`config.mk`:
```
export PLATFORM = sky130hd
export DESIGN_NAME = keypad_scan_ctrl
export DESIGN_NICKNAME = d
export VERILOG_FILES = /design/src/rtl/keypad_scan_ctrl.sv
export SDC_FILE = /design/constraint.sdc
export NUM_CORES = 1
export LEC_CHECK = 0
export CAP_MARGIN = 20
export CELL_PAD_IN_SITES_DETAIL_PLACEMENT = 1
export CELL_PAD_IN_SITES_GLOBAL_PLACEMENT = 1
export CORE_UTILIZATION = 47
export CTS_CLUSTER_DIAMETER = 200
export CTS_CLUSTER_SIZE = 12
export DETAILED_ROUTE_END_ITERATION = 7
export GPL_TIMING_DRIVEN = 0
export PLACE_DENSITY = 0.78
export SYNTH_ARGS = -nofsm -noshare
export SYNTH_HDL_FRONTEND = slang
export SYNTH_SLANG_ARGS = --single-unit
```
`constraint.sdc`:
```
create_clock -name clk -period 7.8 [get_ports clk]
set_input_delay 1.56 -clock clk [delete_from_list [all_inputs] [get_ports clk]]
set_output_delay 1.56 -clock clk [all_outputs]
set_load 0.02 [all_outputs]
```
`src/rtl/keypad_scan_ctrl.sv`:
```
// Scan controller for a 3x4 telephone keypad. It drives one row at a time,
// synchronizes the columns, debounces presses and releases, and hands each key
// to the consumer through a valid/ack register with a sticky overrun flag.
module keypad_scan_ctrl #(
  parameter int unsigned SCAN_CYCLES    = 4,
  parameter int unsigned DEBOUNCE_SCANS = 3
) (
  input  logic       clk,
  input  logic       reset,
  input  logic       scan_en,
  input  logic [2:0] col,
  input  logic       key_ack,
  output logic [3:0] row_sel,
  output logic [3:0] key_code,
  output logic       key_valid,
  output logic       key_down,
  output logic       overrun
);
  localparam int unsigned DWELL_W = 8;
  localparam int unsigned CNT_W   = 4;
  localparam int unsigned NKEYS   = 12;

  typedef enum logic [1:0] {IDLE, DEBOUNCE, HELD, RELEASE} state_e;

  state_e             state_q, state_d;
  logic [2:0]         col_m_q, col_s_q;
  logic [DWELL_W-1:0] dwell_q, dwell_d;
  logic [1:0]         row_q, row_d;
  logic [3:0]         row_sel_q, row_sel_d;
  logic [8:0]         acc_q, acc_d;
  logic [CNT_W-1:0]   cnt_q, cnt_d;
  logic [3:0]         cand_q, cand_d;
  logic [3:0]         code_q, code_d;
  logic               valid_q, valid_d;
  logic               down_q, down_d;
  logic               ovr_q, ovr_d;

  logic               scan_done_c, accept_c;
  logic [NKEYS-1:0]   bits_c;
  logic [3:0]         ones_c;
  logic [3:0]         single_code_c;
  logic               empty_c, single_c;

  // Bit index is row*3 + column; rows d..g map to indices 0..3.
  function automatic logic [3:0] key_of(input int unsigned idx);
    case (idx)
      9:       key_of = 4'd10;
      10:      key_of = 4'd0;
      11:      key_of = 4'd11;
      default: key_of = 4'(idx + 1);
    endcase
  endfunction

  // Row g is still in the synchronizer output when the scan is evaluated.
  always_comb begin
    bits_c        = {col_s_q, acc_q};
    ones_c        = '0;
    single_code_c = '0;
    for (int unsigned i = 0; i < NKEYS; i++) begin
      if (bits_c[i]) begin
        ones_c        = ones_c + 4'd1;
        single_code_c = key_of(i);
      end
    end
    empty_c  = (ones_c == 4'd0);
    single_c = (ones_c == 4'd1);
  end

  always_comb begin
    dwell_d     = dwell_q;
    row_d       = row_q;
    row_sel_d   = row_sel_q;
    acc_d       = acc_q;
    state_d     = state_q;
    cnt_d       = cnt_q;
    cand_d      = cand_q;
    code_d      = code_q;
    valid_d     = valid_q;
    down_d      = down_q;
    ovr_d       = ovr_q;
    scan_done_c = 1'b0;
    accept_c    = 1'b0;

    // A zero row drive marks a restart: the next cycle is row d, dwell 0.
    if (!scan_en) begin
      dwell_d   = '0;
      row_d     = '0;
      row_sel_d = 4'b0000;
      acc_d     = '0;
    end else if (row_sel_q == 4'b0000) begin
      row_sel_d = 4'b0001;
    end else if (dwell_q == DWELL_W'(SCAN_CYCLES - 1)) begin
      dwell_d   = '0;
      row_d     = row_q + 2'd1;
      row_sel_d = {row_sel_q[2:0], row_sel_q[3]};
      unique case (row_q)
        2'd0:    acc_d[2:0] = col_s_q;
        2'd1:    acc_d[5:3] = col_s_q;
        2'd2:    acc_d[8:6] = col_s_q;
        default: begin
          scan_done_c = 1'b1;
          acc_d       = '0;
        end
      endcase
    end else begin
      dwell_d = dwell_q + DWELL_W'(1);
    end

    if (valid_q && key_ack) valid_d = 1'b0;

    if (scan_done_c) begin
      unique case (state_q)
        IDLE: begin
          if (single_c) begin
            cand_d = single_code_c;
            cnt_d  = CNT_W'(1);
            if (DEBOUNCE_SCANS == 1) accept_c = 1'b1;
            else                     state_d  = DEBOUNCE;
          end
        end
        DEBOUNCE: begin
          if (single_c && (single_code_c == cand_q)) begin
            cnt_d = cnt_q + CNT_W'(1);
            if (cnt_d == CNT_W'(DEBOUNCE_SCANS)) accept_c = 1'b1;
          end else if (single_c) begin
            cand_d = single_code_c;
            cnt_d  = CNT_W'(1);
          end else begin
            state_d = IDLE;
          end
        end
        HELD: begin
          if (empty_c) begin
            if (DEBOUNCE_SCANS == 1) begin
              state_d = IDLE;
              down_d  = 1'b0;
            end else begin
              state_d = RELEASE;
              cnt_d   = CNT_W'(1);
            end
          end
        end
        RELEASE: begin
          if (empty_c) begin
            cnt_d = cnt_q + CNT_W'(1);
            if (cnt_d == CNT_W'(DEBOUNCE_SCANS)) begin
              state_d = IDLE;
              down_d  = 1'b0;
            end
          end else begin
            state_d = HELD;
          end
        end
        default: state_d = IDLE;
      endcase
    end

    // An ack on the accept edge frees the register for the new key.
    if (accept_c) begin
      state_d = HELD;
      down_d  = 1'b1;
      if (!valid_q || key_ack) begin
        code_d  = single_code_c;
        valid_d = 1'b1;
      end else begin
        ovr_d = 1'b1;
      end
    end
  end

  always_ff @(posedge clk or negedge reset) begin
    if (!reset) begin
      col_m_q   <= '0;
      col_s_q   <= '0;
      dwell_q   <= '0;
      row_q     <= '0;
      row_sel_q <= 4'b0001;
      acc_q     <= '0;
      state_q   <= IDLE;
      cnt_q     <= '0;
      cand_q    <= '0;
      code_q    <= '0;
      valid_q   <= 1'b0;
      down_q    <= 1'b0;
      ovr_q     <= 1'b0;
    end else begin
      col_m_q   <= col;
      col_s_q   <= col_m_q;
      dwell_q   <= dwell_d;
      row_q     <= row_d;
      row_sel_q <= row_sel_d;
      acc_q     <= acc_d;
      state_q   <= state_d;
      cnt_q     <= cnt_d;
      cand_q    <= cand_d;
      code_q    <= code_d;
      valid_q   <= valid_d;
      down_q    <= down_d;
      ovr_q     <= ovr_d;
    end
  end

  assign row_sel   = row_sel_q;
  assign key_code  = code_q;
  assign key_valid = valid_q;
  assign key_down  = down_q;
  assign overrun   = ovr_q;

endmodule

```
==> key figures, run 1 <==
Outcome
  – Status: finished clean

Drt
  – Drt via density: 5.46
  – Final Routed Wirelength: 7.50 mm
  – Starting DRT DRC Count: 100
  – DR pass1 iterations: 4
  – Routed WL per cell: 15.7 um
  – Detailed-route via count: 2611
  – Post-route ant nets: 0
  – DRC: 0

Clocking
  – CTS tree: done
  – TritonCTS Buffers: 5
  – Max H-tree Level: 2
  – Post-CTS Resized: 0
  – Post-CTS Hold Buffers: 0
  – Clk sinks: 46
  – Clk buf depth: 2
  – Worst-Skew Late Latency: 310 ps
  – Root buf cell: clkbuf_8
  – Clk pin slew, worst setup/hold paths: 90 ps
  – Setup Buffers After CTS: 0

Die
  – Chip height: 85.8 um
  – Die Wd: 85.8 um
  – # IOs: 18
  – Core Region: 0.00679 mm^2
  – Die area: 0.00736 mm^2
  – Initial Util: 48.6%
  – Placement Rows: 30

Layout
  – Syn-to-layout area delta: 12.8%
  – # diodes: 0
  – Fillers: 800
  – Reg area: 0.00115 mm^2
  – Final layout net count: 407
  – Layout cell share with drive strength beyond 1: 10.2%
  – Area of the multi-input gates: 0.00204 mm^2

Synth
  – Syn_nets: 381
  – Synthesized instance count: 355
  – Synth cell types: 64
  – Top FF cell, synth: dfrtp_1
  – Yosys top cell by area: dfrtp_1
  – Synth Warn #: 0
  – Post-synth EDFFs: 0
  – Seq/Total Area, Yosys: 34.9%
  – Top post-synthesis cells by area: dfrtp_1 (34%), ha_1 (7.2%), nand2_1 (5.1%), xnor2_1 (3.4%), o21ai_0 (3.3%)
  – Async set-reset flop share out of synthesis: 100%
  – Mapped Avg Cell Area: 9.30 um^2
  – Post-synth design cell area: 0.00330 mm^2
  – Post-synth top area share: 34.1%
  – Flops & latches, synth: 46

Placement
  – Port buffer count: 17
  – Detailed placer's ending HPWL: 5.74 mm
  – Pre-CTS WS: 767 ps
  – RD Place Congestion: 0.824

Global route
  – First-pass GRT wire length: 13.1 mm
  – Grt total ovfl: 0
  – Initial antenna violation count: 0
  – Total Routing Usage GR: 22.5%
  – Vias in the first global route: 2810
  – Largest net degree at the start of global routing: 38

Flow run
  – Max Cap Viol: 0

Power and ir drop
  – Clock power frac: 38.2%
  – Flop pwr share: 50.6%
  – Max VDD drop: 0.0000814 V
  – Psw: 0.126 mW
  – Sw Ratio: 26.0%
  – Leak: 1.64 nW
  – Internal Power: 0.358 mW
  – Comb power frac: 11.2%
  – PwrDens: 130 mW/mm^2

Setup path
  – Crit path max fanout: 5
  – Worst setup path startpoint: acc_q[0]
  – CP Data Arrival Time: 7240 ps
  – Worst Setup End Kind: flip-flop
  – Reg-to-reg startpoint: acc_q[0]
  – CP startpoint kind: flip-flop
  – Crit Path Class: reg2reg
  – Slowest CP cell: xnor3_2
  – Critical Path RT: 8000 ps
  – Crit-path max cell delay: 550 ps
  – Top cell by count, worst path: ha_1

Hold path
  – Hold_sp: col_m_q[1]
  – HP Class: reg2reg

Timing
  – Fin Clk Skew: 6.23 ps
  – Unrepaired setup endpoints after global routing: no
  – WHS: 357 ps
  – Setup ws final: 759 ps
  – Tmin final: 7040 ps
  – Final period util: 90.3%
  – Worst slew margin: 46.7%
  – Final setup violation count: 0
  – Max-slew violation count: 0
  – Highest achievable clock rate: 142 MHz
  – Slew @ Worst Pin: 797 ps
  – Final hold violations: 0
  – Final TNS setup: 0 ps
==> critical path: cells and delay by family, from the launching register on <==
| family | cells | cell delay, ps |
|---|---|---|
| adder cells (fa/ha/maj) | 9 | 2800 |
| buffers and inverters | 2 | 180 |
| XOR/XNOR | 1 | 550 |
| AO/OA/AOI/OAI | 7 | 1470 |
| AND/OR/NAND/NOR | 9 | 960 |
| multiplexers | 2 | 570 |
| flip-flops | 1 | 390 |
==> cell usage after synthesis (8+ instances only) <==
cell and n:
ha_1 19, nand3_1 17, nor2_1 27, nand2_1 45, a21oi_1 9, nor3_1 8, dfrtp_1 45, nand4_1 8
xnor2_1 13, inv_1 11, o21ai_0 22, xor2_1 11
==> final cells by class <==
| cell class | count | share of cell area, % |
|---|---|---|
| Inverter | 11 | 1.11 |
| Timing Repair Buffer | 19 | 5.11 |
| Clock buffer | 5 | 1.85 |
| Clock inverter | 3 | 1.18 |
| Multi-Input combinational cell | 284 | 54.9 |
| Buffer | 14 | 1.71 |
| Tap cell | 96 | 3.22 |
| Sequential cell | 46 | 30.9 |
==> power by group through the flow <==
stage | logic (mW) | clock network [mW] | registers (mW)
2_1_floorplan | 0.0344 | 0 | 0.250
3_3_place_gp | 0.0519 | 0 | 0.250
3_5_place_dp | 0.0540 | 0 | 0.250
4_1_cts | 0.0547 | 0.191 | 0.245
5_1_grt | 0.0613 | 0.200 | 0.246
6_report | 0.0540 | 0.185 | 0.245
==> final timing paths <==
path	end	slack (ps)	cells after the start
max in group asynchronous	row_sel[0]	6150	2
min reg2reg	col_s_q[1]	360	0
min	col_s_q[1]	360	0
max reg2reg	cand_q[2]	760	30
max	cand_q[2]	760	30
min in group asynchronous	col_s_q[0]	1110	1
==> logic make-up after synthesis <==
family	share of synthesized area, %
flops	34.9
simple gates	20.2
mux	4.70
buf+inv	3.18
xor+xnor	13.1
fa+ha+maj	7.20
compound gates	16.7
==> sequential cells by signal, indices dropped and copies added (netlist names) <==
signal,flops
row_q,2
key_down,1
col_m_q,3
overrun,1
cnt_q,4
acc_q,9
key_valid,1
col_s_q,3
dwell_q,8
state_q,2
key_code,4
row_sel,4
cand_q,4
==> cells in the final DEF (no fill, tap or decap), types with 5 or more instances in the layout <==
master / synthesis / final
a21boi_0: 6 / 6
a21oi_1: 9 / 9
a31oi_1: 6 / 6
and2_1: 6 / 6
and3_1: 5 / 5
buf_2: 6 / 7
clkbuf_1: 7 / 7
clkbuf_8: 0 / 5
clkdlybuf4s50_1: 0 / 16
dfrtp_1: 45 / 45
ha_1: 19 / 19
inv_1: 11 / 11
mux2i_1: 5 / 5
nand2_1: 45 / 45
nand3_1: 17 / 17
nand4_1: 8 / 8
nor2_1: 27 / 27
nor2b_1: 7 / 7
nor3_1: 8 / 8
o21ai_0: 22 / 22
xnor2_1: 13 / 13
xor2_1: 11 / 11
==> metrics by stage <==
stage	cells	total power [mW]	instance area [um^2]	utilization, %
detailed placement	469	0.304	3610	53.1
finish	478	0.484	3720	54.8
global placement	468	0.301	3590	52.9
global route	478	0.506	3720	54.8
CTS	477	0.491	3720	54.8
floorplan	355	0.284	3300	-
==> routing by layer <==
metal	vias up	GRT usage [%]	routed length, um
met2	25	38.0	3590
met4	0	5.00	51
li1	1313	-	-
met5	-	0	0
met1	1268	30.6	3710
met3	5	3.46	145
No activity file was read; power rests on OpenSTA's default activity.
==> inputs of run 2 (changes only) <==
--- a/config.mk
+++ b/config.mk
@@ -8,6 +8,7 @@
 export CAP_MARGIN = 20
 export CELL_PAD_IN_SITES_DETAIL_PLACEMENT = 1
 export CELL_PAD_IN_SITES_GLOBAL_PLACEMENT = 1
+export CORE_MARGIN = 2
 export CORE_UTILIZATION = 47
 export CTS_CLUSTER_DIAMETER = 200
 export CTS_CLUSTER_SIZE = 12
==> run 2 against run 1 <==
Effect of this change:
- final cell count did not move
- critical endpoint unchanged
- die area increased by 4.7%
- combinational power increased by 2%
- highest routed layer unchanged
- largest cell class unchanged
==> key figures, run 2 (synthesis gave the netlist of run 1 again) <==
Outcome
  – Status: finished clean

Clocking
  – Clk pin slew, worst setup/hold paths: 100 ps
  – Worst-Skew Late Latency: 300 ps
  – Clk buf depth: 2
  – CTS tree: done
  – TritonCTS Buffers: 5
  – Post-CTS Hold Buffers: 0
  – Max H-tree Level: 2
  – Setup Buffers After CTS: 0
  – Clk sinks: 46
  – Post-CTS Resized: 0
  – Root buf cell: clkbuf_8

Layout
  – Largest register FFs: 9
  – Post-route cell area: 0.00372 mm^2
  – Final non-filler cell total: 478
  – Final Core Density: 54.8%
  – # diodes: 0
  – Final layout net count: 407
  – Layout cell share with drive strength beyond 1: 10.2%
  – Top reg by flops: acc_q
  – Commonest non-fill, non-tap cells in the layout: nand2_1 (45), dfrtp_1 (45), nor2_1 (27), o21ai_0 (22), ha_1 (19)
  – Biggest regs: acc_q x9, dwell_q x8
  – Syn-to-layout area delta: 12.8%

Timing
  – Fin Clk Skew: 11.4 ps
  – Final period util: 91.1%
  – Final TNS setup: 0 ps
  – Unrepaired setup endpoints after global routing: no
  – Slew @ Worst Pin: 712 ps
  – Highest achievable clock rate: 141 MHz
  – Final hold violations: 0
  – Worst slew margin: 51.9%
  – Max-slew violation count: 0
  – Tmin final: 7100 ps
  – Final setup violation count: 0

Drt
  – Final Routed Wirelength: 7.88 mm
  – Starting DRT DRC Count: 62
  – Drt via density: 5.65
  – Routed WL per cell: 16.5 um
  – DRC: 0
  – Detailed-route via count: 2700
  – Post-route ant nets: 0
  – DR pass1 iterations: 4

Setup path
  – RR Endpoint: cand_q[2]
  – Crit Path Class: reg2reg
  – Number of buffer and inverter stages on the critical path: 2
  – Worst Setup End Kind: flip-flop
  – Crit path max fanout: 5
  – CP startpoint kind: flip-flop
  – CP Data Arrival Time: 7290 ps
  – Critical path's top delay family: adder cells
  – Reg-to-reg startpoint: acc_q[1]
  – Register-to-Register Path Depth: 30
  – Slowest CP cell: xnor3_2
  – Top cell by count, worst path: ha_1
  – Worst reg2reg setup slack: 700 ps
  – Crit-path max cell delay: 550 ps
  – Critical Path RT: 7990 ps

Die
  – Die area: 0.00771 mm^2
  – # IOs: 18
  – Chip height: 87.8 um
  – Die Wd: 87.8 um
  – Core Region: 0.00679 mm^2
  – Placement Rows: 30
  – Initial Util: 48.6%

Hold path
  – HP Class: reg2reg
  – Worst Hold Depth: 0
  – Worst Hold Endpoint: col_s_q[2]
  – Hold_sp: col_m_q[2]

Placement
  – Port buffer count: 17
  – RD Place Congestion: 0.824
  – Detailed placer's ending HPWL: 5.90 mm
  – Placed Instance Area: 0.00361 mm^2
  – Placed cell count: 469

Global route
  – Vias in the first global route: 2842
  – Initial antenna violation count: 0
  – Total Routing Usage GR: 22.1%
  – First-pass GRT wire length: 13.6 mm
  – Largest net degree at the start of global routing: 37
  – Grt total ovfl: 0

Power and ir drop
  – Max VDD drop: 0.0000814 V
  – PwrDens: 130 mW/mm^2
  – Leak: 1.64 nW

Flow run
  – Max Cap Viol: 0
==> run 2: metal layers <==
layer	wire [um]	global-route usage (%)	up-vias
li1	-	-	1317
met1	3780	29.8	1333
met2	3810	37.3	35
met3	182	3.77	15
met4	99	5.17	0
met5	0	0	-
==> run 2: final cells by class <==
| type | count | area (um^2) |
|---|---|---|
| fill | 797 | 3070 |
| multi-input combinational | 284 | 2040 |
| sequential | 46 | 1150 |
| timing repair buffer | 19 | 190 |
| tap | 96 | 120 |
| clock buffer | 5 | 68.8 |
| buffer | 14 | 63.8 |
| clock inverter | 3 | 43.8 |
| inverter | 11 | 41.3 |
==> run 2: stage by stage <==
step	power [mW]	setup WS, ps	hold slack [ps]
2_1_floorplan	0.284	1380	331
3_3_place_gp	0.301	898	334
3_5_place_dp	0.304	737	340
4_1_cts	0.488	685	354
5_1_grt	0.505	104	361
6_report	0.485	698	353
==> run 2: power by group <==
part	leakage (nW)	internal [mW]	switching, mW
Combinational	0.959	0.0199	0.0351
Clock	0.0585	0.0962	0.0885
Sequential	0.619	0.242	0.00306
Total	1.64	0.358	0.127
==> run 2: worst max-delay path by stage <==
stage / slack, ps / from / endpoint / cells after the start
3_3_place_gp: 900 / acc_q[0] / cand_q[1] / 30
2_1_floorplan: 1380 / acc_q[0] / cand_q[1] / 30
3_5_place_dp: 740 / acc_q[0] / cand_q[2] / 30
6_report: 700 / acc_q[1] / cand_q[2] / 30
4_1_cts: 680 / acc_q[0] / cand_q[2] / 30
5_1_grt: 100 / acc_q[0] / cand_q[2] / 32
==> inputs of run 3 (changes only) <==
--- a/config.mk
+++ b/config.mk
@@ -9,12 +9,12 @@
 export CELL_PAD_IN_SITES_DETAIL_PLACEMENT = 1
 export CELL_PAD_IN_SITES_GLOBAL_PLACEMENT = 1
 export CORE_MARGIN = 2
-export CORE_UTILIZATION = 47
+export CORE_UTILIZATION = 35
 export CTS_CLUSTER_DIAMETER = 200
 export CTS_CLUSTER_SIZE = 12
 export DETAILED_ROUTE_END_ITERATION = 7
 export GPL_TIMING_DRIVEN = 0
-export PLACE_DENSITY = 0.78
+export PLACE_DENSITY = 0.61
 export SYNTH_ARGS = -nofsm -noshare
 export SYNTH_HDL_FRONTEND = slang
 export SYNTH_SLANG_ARGS = --single-unit
==> run 3 against run 2 <==
Effect of this change:
- die area rose by 33%
- fmax about the same
- wire length rose by 0.23%
- critical path type unchanged
- largest cell class unchanged
- highest routed layer unchanged
==> key figures, run 3 (synthesis gave the netlist of run 1 again) <==
Drt
  – Routed WL per cell: 16.0 um
  – Post-route ant nets: 0
  – Met1 WL: 3.87 mm
  – Drt via density: 5.41
  – DR pass1 iterations: 4
  – Starting DRT DRC Count: 114
  – DRC: 0
  – Final Routed Wirelength: 7.89 mm
  – WL met2: 3.81 mm
  – Met3 routed WL: 148 um
  – Top sig layer: met4
  – Detailed-route via count: 2667

Setup path
  – Critical path's top delay family: adder cells
  – Crit path max fanout: 5
  – CP Data Arrival Time: 7300 ps
  – Critical Path RT: 7990 ps
  – Number of buffer and inverter stages on the critical path: 2
  – Slowest CP cell: xnor3_2
  – Crit-path max cell delay: 550 ps
  – CP startpoint kind: flip-flop
  – Worst Setup End Kind: flip-flop
  – Crit Path Class: reg2reg
  – Top cell by count, worst path: ha_1

Hold path
  – HP Class: reg2reg

Clocking
  – Worst-Skew Late Latency: 310 ps
  – Clk pin slew, worst setup/hold paths: 90 ps
  – Post-CTS Resized: 0
  – Setup Buffers After CTS: 0
  – CTS tree: done
  – Max H-tree Level: 2
  – TritonCTS Buffers: 5
  – Clk buf depth: 2
  – Root buf cell: clkbuf_8
  – Post-CTS Hold Buffers: 0
  – Clk sinks: 46

Power and ir drop
  – Total Power: 0.483 mW
  – Leak: 1.63 nW
  – Psw: 0.125 mW
  – Sw Ratio: 25.9%
  – Clock power frac: 38.0%
  – Max VDD drop: 0.0000624 V
  – Comb power frac: 11.2%
  – Internal Power: 0.358 mW
  – Flop pwr share: 50.7%
  – PwrDens: 129 mW/mm^2

Die
  – Die area: 0.0102 mm^2
  – Placement Rows: 35
  – Chip height: 101 um
  – Die Wd: 101 um
  – Core Region: 0.00920 mm^2
  – # IOs: 18
  – Initial Util: 35.9%

Timing
  – Highest achievable clock rate: 141 MHz
  – Max-slew violation count: 0
  – Slew @ Worst Pin: 739 ps
  – Tmin final: 7100 ps
  – Final TNS setup: 0 ps
  – Fin Clk Skew: 10.7 ps
  – Final setup violation count: 0
  – Worst slew margin: 50.1%
  – Final period util: 91.0%
  – Final hold violations: 0
  – Unrepaired setup endpoints after global routing: no

Placement
  – Port buffer count: 17
  – RD Place Congestion: 0.777
  – Detailed placer's ending HPWL: 6.12 mm

Global route
  – Total Routing Usage GR: 16.6%
  – First-pass GRT wire length: 13.6 mm
  – Largest net degree at the start of global routing: 36
  – Grt total ovfl: 0
  – Vias in the first global route: 2689
  – Initial antenna violation count: 0

Outcome
  – Status: finished clean

Layout
  – Syn-to-layout area delta: 13.5%
  – Largest register FFs: 9
  – Commonest non-fill, non-tap cells in the layout: nand2_1 (45), dfrtp_1 (45), nor2_1 (27), o21ai_0 (22), ha_1 (19)
  – Top reg by flops: acc_q
  – # diodes: 0
  – Final layout net count: 407
  – Biggest regs: acc_q x9, dwell_q x8
  – Layout cell share with drive strength beyond 1: 9.95%

Flow run
  – Max Cap Viol: 0
[run 3: worst paths after layout]
check | depth (start not counted) | endpoint | from | slack (ps)
setup / recovery | 30 | cand_q[2] | acc_q[1] | 700
hold / removal | 0 | col_s_q[1] | col_m_q[1] | 360
setup reg to reg | 30 | cand_q[2] | acc_q[1] | 700
hold reg to reg | 0 | col_s_q[1] | col_m_q[1] | 360
max in group asynchronous | 2 | row_sel[0] | reset | 6090
min in group asynchronous | 1 | state_q[0] | reset | 1140
[run 3: worst register-to-register path, delay by kind of cell (launching register included)]
kind / cells / cell delay (ps)
AND/OR/NAND/NOR: 9 / 970
adder cells (fa/ha/maj): 9 / 2810
flip-flops: 1 / 390
XOR/XNOR: 1 / 550
multiplexers: 2 / 560
AO/OA/AOI/OAI: 7 / 1510
buffers and inverters: 2 / 200
[run 3: metrics by stage]
stage	std cells	setup slack [ps]	utilization, %	cell area (um^2)	hold WS (ps)
after global placement	483	817	39.3	3610	334
after detailed placement	485	716	39.6	3640	336
after global routing	493	162	40.7	3750	381
after CTS	493	683	40.7	3750	359
final	493	699	40.7	3750	357
after floorplan	355	1380	-	3300	331
[run 3: final cells by class]
cell class / instances / area (um^2)
sequential: 46 / 1150
buffer: 14 / 63.8
clock buffer: 6 / 72.6
inverter: 11 / 41.3
multi-input combinational: 284 / 2040
clock inverter: 2 / 37.5
tap: 111 / 139
timing repair buffer: 19 / 196
fill: 1079 / 5450
[run 3: power groups by stage]
stage	Clock (mW)	Sequential, mW	Combinational (mW)
after floorplan	0	0.250	0.0344
after global placement	0	0.250	0.0530
after detailed placement	0	0.250	0.0553
after CTS	0.192	0.245	0.0555
after global routing	0.202	0.246	0.0613
final	0.184	0.245	0.0543
[run 3: per-layer routing]
| metal | GRT usage [%] | up-vias |
|---|---|---|
| met3 | 2.62 | 7 |
| met1 | 22.8 | 1329 |
| met2 | 27.8 | 18 |
| met5 | 0 | - |
| li1 | - | 1313 |
| met4 | 3.74 | 0 |
==> RTL edit: new RTL, flow settings as in run 2 <==
Add an input register stage for `key_ack`, without a reset; this delays it by one clock. The other inputs are not delayed to match.
--- a/src/rtl/keypad_scan_ctrl.sv
+++ b/src/rtl/keypad_scan_ctrl.sv
@@ -24,2 +24,8 @@
 
+  logic key_ack_q;
+
+  always_ff @(posedge clk) begin
+    key_ack_q <= key_ack;
+  end
+
   state_e             state_q, state_d;
@@ -108,3 +114,3 @@
 
-    if (valid_q && key_ack) valid_d = 1'b0;
+    if (valid_q && key_ack_q) valid_d = 1'b0;
 
@@ -161,3 +167,3 @@
       down_d  = 1'b1;
-      if (!valid_q || key_ack) begin
+      if (!valid_q || key_ack_q) begin
         code_d  = single_code_c;
Formal check against the unedited RTL: no difference found for any inputs over 10 cycles, from zero or initial values and one cycle with reset low; that may be too few to reach the edited logic, so the function may still have changed.
==> RTL edit against run 2 <==
Core utilization up 2.6 points; clock skew about the same; routed wire length down 3.6%; sequential cell count up 1; power up 5.9%; hold slack better by 0.0015 ns; count of clock-buffer cells in the layout up 1; area after synthesis up 0.45%; first-iteration DRC count up 52%; synthesized cell count up 0.56%; design area up 4.7%; combinational power down 3%; worst setup slack worse by 0.20 ns.
==> RTL edit: results (changes against run 2) <==
stage,metric,value,unit,change
synthesis,synth.area.top_cells,"dfrtp_1, ha_1, nand2_1, a21oi_1, nand3_1",,"was dfrtp_1, ha_1, nand2_1, xnor2_1, o21ai_0"
synthesis,synth.net_count,383,,was 381
critical_path,worstReg2RegEnd,key_code[1],,was cand_q[2]
drt,wirelength,7600,um,was 7880 um
sta,worst_slack,0.494,ns,was 0.698 ns
clocking,cts_resized,2,,was 0
synthesis,syn_area_per_cell,9.29,um2,was 9.30 um2
sta,whs,0.355,ns,was 0.353 ns
clocking,clk_pin_slew,0.09,ns,
drt,met1_length,3600,um,was 3780 um
global_route,grt_pass1_wl,12900,um,was 13600 um
hold_path,worstHoldStart,col_m_q[0],,was col_m_q[2]
critical_path,cp_top_family,adder cells,,unchanged
synthesis,seq_area_frac_synth,0.353,,was 0.349
drt,wl_met3,119,um,was 182 um
global_route,grt_max_degree,28,,was 37
pwr,power.leakage,0.00174,uW,was 0.00164 uW
critical_path,critPathLaunch,acc_q[1],,unchanged
sta,relSlewSlack,0.451,,was 0.519
global_route,use_met1,0.283,,was 0.298
synthesis,ys_types,62,,was 64
drt,drtIter0Drc,94,,was 62
placed_design,placed_cells_incl_taps,471,,was 469
drt,via_count,2693,,was 2700
placed_design,place_area,3620,um2,was 3610 um2
synthesis,synthTopCellsByCount,"dfrtp_1, nand2_1, nor2_1",,unchanged
critical_path,cp_slowest_cell,dfrtp_1,,was xnor3_2
placed_design,post-dp-hpwl,5620,um,was 5900 um
critical_path,cp_max_fo,7,,was 5
critical_path,arrival,7.49,ns,was 7.29 ns
layout,drive_gt1_frac,0.138,,was 0.102
critical_path,slowest_delay,0.41,ns,was 0.55 ns
global_route,grt_pass1_vias,2785,,was 2842
placed_design,place.gp.congestion,0.833,,was 0.824
hold_path,hold_end,col_s_q[0],,was col_s_q[2]
status,status,completed,,unchanged
pwr,irDropWorstVdd,0.134,mV,was 0.0814 mV
sta,fin_skew,0.0109,ns,was 0.0114 ns
drt,wl_met2,3790,um,was 3810 um
drt,viasPerCell,5.52,,was 5.65
synthesis,synthArstFlopShare,0.979,,was 1.00
global_route,globalRouteMet2Util,0.360,,was 0.373
layout,final_net_count,417,,was 407
placed_design,place_ws,-0.0218,ns,was 0.737 ns
[RTL edit: changes by cell type after synthesis, sizes merged, moves of 6 or more]
| cell | change |
|---|---|
| a21oi | +16 |
| o31ai | +7 |
| a21boi | -6 |
| clkbuf | +6 |
| o21ai | -7 |
[RTL edit: final cells by class]
class,instances,area [um2]
clock inverter,2,60.1
clock buffer,6,72.6
inverter,14,52.6
timing repair buffer,27,253
multi-input combinational,279,2100
tap,96,120
buffer,17,68.8
sequential,47,1170
fill,774,2890
[RTL edit: cells by family after synthesis]
kind of cell	Yosys count	synth area share
buffers and inverters	31	0.0366
muxes	10	0.0381
DFF	47	0.353
and+or+nand+nor	138	0.220
AOI/OAI and AO/OA	82	0.161
adders and majority gates	19	0.0717
xor gates and xnor gates	30	0.120
[RTL edit: power breakdown]
group | leakage (uW) | switching [uW] | internal [uW]
registers | 0.000628 | 2.87 | 247
logic | 0.00105 | 32.9 | 20.2
clock network | 0.0000654 | 82.2 | 128
